===== src/rtl/dispatch_tag_alloc.sv =====
// dispatch_tag_alloc: read side of the free-tag FIFO. Prefetches up to two free
//   tags into a small buffer and hands them to dispatch over a req/gnt handshake.
// Latency: a buffered tag is granted in the same cycle alloc_req is raised;
//   a tag popped at edge N is grantable from cycle N+1.
// Backpressure: pops stop while the buffer is full and not granting. A flush
//   blocks pop and grant for the flush cycle and one following settle cycle.
// Ports:
//   clk, reset       clock (rising edge), asynchronous active-high reset
//   flush            pipeline flush; drops buffered tags
//   tf_tagout/tf_ef  tag FIFO head and empty flag
//   tf_ren           pop strobe to the tag FIFO (combinational)
//   alloc_req/gnt    dispatch request / grant (grant combinational)
//   alloc_tag        granted tag (0 while the buffer is empty)
//   tag_avail        registered: buffer holds at least one tag
//   stall_cnt        saturating count of requested-but-not-granted cycles
module dispatch_tag_alloc #(
  parameter int TAG_WIDTH = 6,
  parameter int CNT_WIDTH = 16
) (
  input  logic                 clk,
  input  logic                 reset,
  input  logic                 flush,
  input  logic [TAG_WIDTH-1:0] tf_tagout,
  input  logic                 tf_ef,
  output logic                 tf_ren,
  input  logic                 alloc_req,
  output logic                 alloc_gnt,
  output logic [TAG_WIDTH-1:0] alloc_tag,
  output logic                 tag_avail,
  output logic [CNT_WIDTH-1:0] stall_cnt
);

  typedef enum logic [1:0] {
    S_EMPTY  = 2'd0,
    S_PART   = 2'd1,
    S_FULL   = 2'd2,
    S_FLWAIT = 2'd3
  } state_t;

  state_t                 state_q, state_d;
  logic [TAG_WIDTH-1:0]   tag_buf_q [2];
  logic [TAG_WIDTH-1:0]   tag_buf_d [2];
  logic                   head_q, head_d;
  logic [CNT_WIDTH-1:0]   stall_q, stall_d;
  logic                   tag_avail_q, tag_avail_d;

  logic [1:0]             count;
  logic                   flw;
  logic                   tail;
  logic                   gnt;
  logic                   ren;

  always_comb begin
    // The state encodes the occupancy directly, so count never disagrees with it.
    count = 2'd0;
    case (state_q)
      S_PART:  count = 2'd1;
      S_FULL:  count = 2'd2;
      default: count = 2'd0;
    endcase
    flw = (state_q == S_FLWAIT);

    gnt = alloc_req & (count != 2'd0) & ~flush & ~flw & ~reset;
    // A full buffer may still pop when it grants: the freed slot takes the new tag.
    ren = ~tf_ef & ~flush & ~flw & ((count != 2'd2) | gnt) & ~reset;

    // Slot just past the last held tag (mod 2). With two tags held this is the
    // head slot, which is exactly the one vacated by a simultaneous grant.
    tail = head_q ^ count[0];

    tag_buf_d = tag_buf_q;
    if (ren) begin
      tag_buf_d[tail] = tf_tagout;
    end

    head_d = gnt ? ~head_q : head_q;

    state_d = state_q;
    case (state_q)
      S_EMPTY:  if (ren) state_d = S_PART;
      S_PART: begin
        if (ren && !gnt)      state_d = S_FULL;
        else if (gnt && !ren) state_d = S_EMPTY;
      end
      S_FULL:   if (gnt && !ren) state_d = S_PART;
      default:  state_d = S_EMPTY;
    endcase
    if (flush) begin
      state_d = S_FLWAIT;
      head_d  = 1'b0;
    end

    stall_d = stall_q;
    if (alloc_req && !gnt && !flw && !flush && (stall_q != {CNT_WIDTH{1'b1}})) begin
      stall_d = stall_q + 1'b1;
    end

    tag_avail_d = (state_d == S_PART) || (state_d == S_FULL);
  end

  always_ff @(posedge clk or posedge reset) begin
    if (reset) begin
      state_q      <= S_EMPTY;
      tag_buf_q[0] <= '0;
      tag_buf_q[1] <= '0;
      head_q       <= 1'b0;
      stall_q      <= '0;
      tag_avail_q  <= 1'b0;
    end else begin
      state_q      <= state_d;
      tag_buf_q[0] <= tag_buf_d[0];
      tag_buf_q[1] <= tag_buf_d[1];
      head_q       <= head_d;
      stall_q      <= stall_d;
      tag_avail_q  <= tag_avail_d;
    end
  end

  assign tf_ren    = ren;
  assign alloc_gnt = gnt;
  assign alloc_tag = (count != 2'd0) ? tag_buf_q[head_q] : '0;
  assign tag_avail = tag_avail_q;
  assign stall_cnt = stall_q;

endmodule

===== config.mk =====
export PLATFORM = sky130hd
export DESIGN_NAME = dispatch_tag_alloc
export DESIGN_NICKNAME = d
export VERILOG_FILES = /design/src/rtl/dispatch_tag_alloc.sv
export SDC_FILE = /design/constraint.sdc
export NUM_CORES = 1
export LEC_CHECK = 0
export CORE_ASPECT_RATIO = 1.4
export CORE_UTILIZATION = 60
export CTS_BUF_LIST = sky130_fd_sc_hd__clkbuf_4 sky130_fd_sc_hd__clkbuf_8
export CTS_CLUSTER_DIAMETER = 30
export DETAILED_ROUTE_END_ITERATION = 6
export DONT_BUFFER_PORTS = 1
export PLACE_DENSITY = 0.75
export RECOVER_POWER = 50
export SLEW_MARGIN = 20
export SYNTH_ARGS = -nofsm -noshare
export SYNTH_HDL_FRONTEND = slang
export SYNTH_SLANG_ARGS = --single-unit

===== constraint.sdc =====
create_clock -name clk -period 5.45 [get_ports clk]
set_input_delay 0 -clock clk [delete_from_list [all_inputs] [get_ports clk]]
set_output_delay 0 -clock clk [all_outputs]
set_load 0.005 [all_outputs]

==> implementation parameters <==
Parameter                              Value

Timing
  Post-route fraction of the period consumed by the critical path ... 43.4%
  Accumulated negative setup slack ... 0 ps
  Number of pins exceeding their max-slew limit in the final report ... 0
  Final count of hold timing violations ... 0
  Final critical delay including setup and external delays ... 2370 ps
  Skew final ... 12.6 ps
  Maximum achievable frequency ... 422 MHz
  Transition time of the tightest slew-check pin ... 1490 ps
  Endpoints failing setup ... 0
  Setup repair after global routing missed its margin ... no
  Max-Slew Margin vs Limit ... 0.768%

Synth
  Instance count of the mapped netlist ... 146
  Fraction of synthesized cell area taken by the top area cell type ... 48.4%
  Sequential-to-total area share from yosys stat ... 48.4%
  Post-synth design cell area ... 1650 um^2
  Top post-synthesis cells by count ... sky130_fd_sc_hd__dfrtp_1 (32), sky130_fd_sc_hd__mux2_2 (13), sky130_fd_sc_hd__nor2_1 (10), sky130_fd_sc_hd__xnor2_1 (10)
  Area contributors post-synth ... sky130_fd_sc_hd__dfrtp_1 (48%), sky130_fd_sc_hd__mux2_2 (8.9%), sky130_fd_sc_hd__xnor2_1 (5.3%)
  Number of enable-type register cells in the synthesized netlist ... 0
  Synth Register Bits ... 32
  Cell type with the highest aggregate area in the netlist ... sky130_fd_sc_hd__dfrtp_1
  Avg Cell Area, Syn ... 11.3 um^2
  Warning count from the yosys run ... 0
  Async set or reset register ratio after synthesis ... 100%
  Library cell with the highest instance count after synthesis ... sky130_fd_sc_hd__dfrtp_1
  Number of library cell types mapped by synthesis ... 34
  Primary FF master, synth ... sky130_fd_sc_hd__dfrtp_1
  Synthesized Nets ... 162

Clock network
  Cell at the root of the clock tree ... sky130_fd_sc_hd__clkbuf_4
  Clock edge transition at the registers on the reported setup and hold paths ... 90 ps
  Clock insertion delay at the later pin of the skew report ... 330 ps
  Maximum level of the CTS H-tree ... 2
  TritonCTS clock tree ... yes
  Maximum buffer depth of the clock tree ... 2
  Cts bufs inserted ... 5
  Clock Sinks ... 32
  Setup fix buffers added after clock tree synthesis ... 0

Floorplanning
  Count of boundary I/O pins ... 36
  Standard cell core area ... 2620 um^2
  Width of the die ... 46.4 um
  Die extent in y ... 64.1 um
  Effective utilization at floorplan ... 63.2%
  Die ar. ... 2970 um^2
  Number of rows created at floorplan ... 22

Cells and area
  Area of all sequential standard cells ... 801 um^2
  Diodes inserted ... 0
  Fraction of final layout cells sized beyond drive strength 1 ... 15.0%
  Finished layout cell area ... 1870 um^2
  Post-layout utilization of the core ... 71.5%
  Area Overhead vs Synth ... 13.2%
  Final nets ... 175
  Post-route non-filler standard cell count ... 196
  Area used by multi-input combinational logic ... 810 um^2
  Final-layout fill cell count ... 193

Detailed routing
  Number of vias per cell ... 5.82
  Vias after detailed routing ... 1140
  Wire length the detailed router placed on met1 ... 1.23 mm
  Uppermost layer routed ... met4
  Average wire per cell in the routed design ... 16.0 um
  Total DRC errors in the routed layout ... 0
  Iteration count of the initial detailed-routing pass ... 4
  Post-DRT Antenna Nets ... 0
  WL final ... 3.14 mm
  First DRT Iteration DRCs ... 18
  Met3 wire length ... 185 um
  Met2 wire len ... 1.68 mm

GRT
  Vias in the first global route ... 1171
  Wire length of the first global-routing pass ... 5.03 mm
  Global-route congestion overflow total ... 0
  Antenna violations before repair ... 0
  Maximum number of pins on one net before global-route repair ... 30
  All-layer global routing usage ... 24.1%

Critical path
  Critical path start-end classification ... reg2reg
  Crit-path leading delay family ... simple AND/OR/NAND/NOR gates
  WP data required ... 5710 ps
  Startpoint of the lowest-slack register-to-register path ... state_q[0]
  CP endpoint kind ... flip-flop
  Cells along the critical path ... inv_1, ha_1, nand2b_1, nand3_1, or4_1, nor3_1, xor2_1
  Critical-path maximum fanout ... 12
  CP Buf/Inv Count ... 1
  Max stage delay cell, worst path ... sky130_fd_sc_hd__or4_1
  Largest stage delay on the critical path ... 670 ps
  Slack of the worst reg-to-reg path ... 3080 ps
  Type of element launching the critical path ... flip-flop
  Reg-to-reg endpoint ... stall_cnt[15]
  Arrival @ worst endpoint ... 2630 ps
  FF-to-FF path depth ... 7

Power
  Fraction of power consumed by sequential logic ... 47.6%
  Clock network fraction of design power ... 25.2%
  Cell Pwr Density ... 420 nW/um^2
  Comb power frac ... 27.2%
  Leak ... 0.800 nW
  Internal portion of total power ... 0.000543 W
  Switching share of total power ... 30.9%
  Net Switching ... 0.000243 W
  Maximum resistive drop on vdd ... 370 uV

Min path
  Tightest Hold Check Type ... in2reg
  Worst hold path startpoint ... alloc_req
  Hold Crit Endpoint ... state_q[0]
  Min-Delay Path Depth ... 3

Run status
  Status ... completed

Placement
  Placed Instance Area ... 1690 um^2
  Total of buffers placed on input and output ports ... 0
  # placed instances ... 179
  Routability congestion estimate from global placement ... 0.704
  Placed wire-length estimate after detailed placement ... 2.25 mm

Run
  Max capacitance violation total ... 0
## power groups by stage
stage          registers [W]  logic, W  clock network [W]
2_1_floorplan       0.000360  0.000179                  0
3_3_place_gp        0.000373  0.000198                  0
3_5_place_dp        0.000379  0.000208                  0
4_1_cts             0.000374  0.000216           0.000205
5_1_grt             0.000384  0.000239           0.000210
6_report            0.000374  0.000214           0.000198
## worst max path at each step
stage	endpoint	cells after the start	slack, ps	startpoint
2_1_floorplan	tag_buf_q[0]	6	3360	state_q[0]
3_3_place_gp	stall_cnt[15]	7	3200	state_q[0]
3_5_place_dp	stall_cnt[15]	7	3120	state_q[0]
4_1_cts	stall_cnt[15]	7	3090	state_q[0]
5_1_grt	stall_cnt[15]	7	2890	state_q[0]
6_report	stall_cnt[15]	7	3080	state_q[0]
## stage by stage
| stage | power [W] | setup WS, ps | hold slack [ps] |
|---|---|---|---|
| after floorplan | 0.000539 | 3360 | 66.4 |
| after global placement | 0.000571 | 3200 | -229 |
| after detailed placement | 0.000587 | 3120 | -224 |
| after CTS | 0.000795 | 3090 | 66.6 |
| after global routing | 0.000833 | 2890 | 90.5 |
| final | 0.000786 | 3080 | 91.2 |
## sequential cells by signal, indices dropped and copies added (netlist names)
signal / flops
state_q: 2
tag_avail: 1
stall_cnt: 16
head_q: 1
tag_buf_q: 12
## tightest hold or removal path, stage by stage
cell and delay [ps]:
sky130_fd_sc_hd__a41oi_1 90, sky130_fd_sc_hd__o32ai_2 160, sky130_fd_sc_hd__or2_1 140
## cells in the final DEF (no fill, tap or decap), drive strengths merged, types with 2 or more instances in the layout
cell type,n
mux2i,6
nor2,10
nand4,8
clkbuf,8
nand2b,4
xor2,8
nor4,2
dlygate4sd3,9
ha,5
or4,2
inv,7
xnor2,10
o32a,2
nor2b,6
and3,2
nor3,5
nand3,5
dfrtp,32
nand2,3
mux2,13
## cell families after synthesis
group	count (synthesis)	share of synthesized area, %
AO/OA/AOI/OAI	11	6.28
XOR/XNOR	18	9.54
buffers and inverters	11	2.57
multiplexers	19	12.5
adder cells (fa/ha/maj)	5	3.79
flip-flops	32	48.4
AND/OR/NAND/NOR	50	16.9
## routing by layer
metal | track usage (%) | vias up
met4 | 10.3 | 0
li1 | - | 542
met5 | 0 | -
met1 | 24.5 | 554
met2 | 41.1 | 38
met3 | 9.32 | 6
## repair_timing
action / 4_1_cts / 5_1_grt
gates resized for setup: 0 / 0
hold endpoints to repair: 48 / 0
hold buffers: 9 / 0
## final cells by class
cell class,instances,area share (%)
Clock buffer,7,3.48
Multi-Input combinational cell,103,43.3
Clock inverter,1,1.61
Sequential cell,32,42.8
Timing Repair Buffer,10,5.02
Tap cell,36,2.41
Inverter,7,1.40
(Power assumes the default switching activity.)
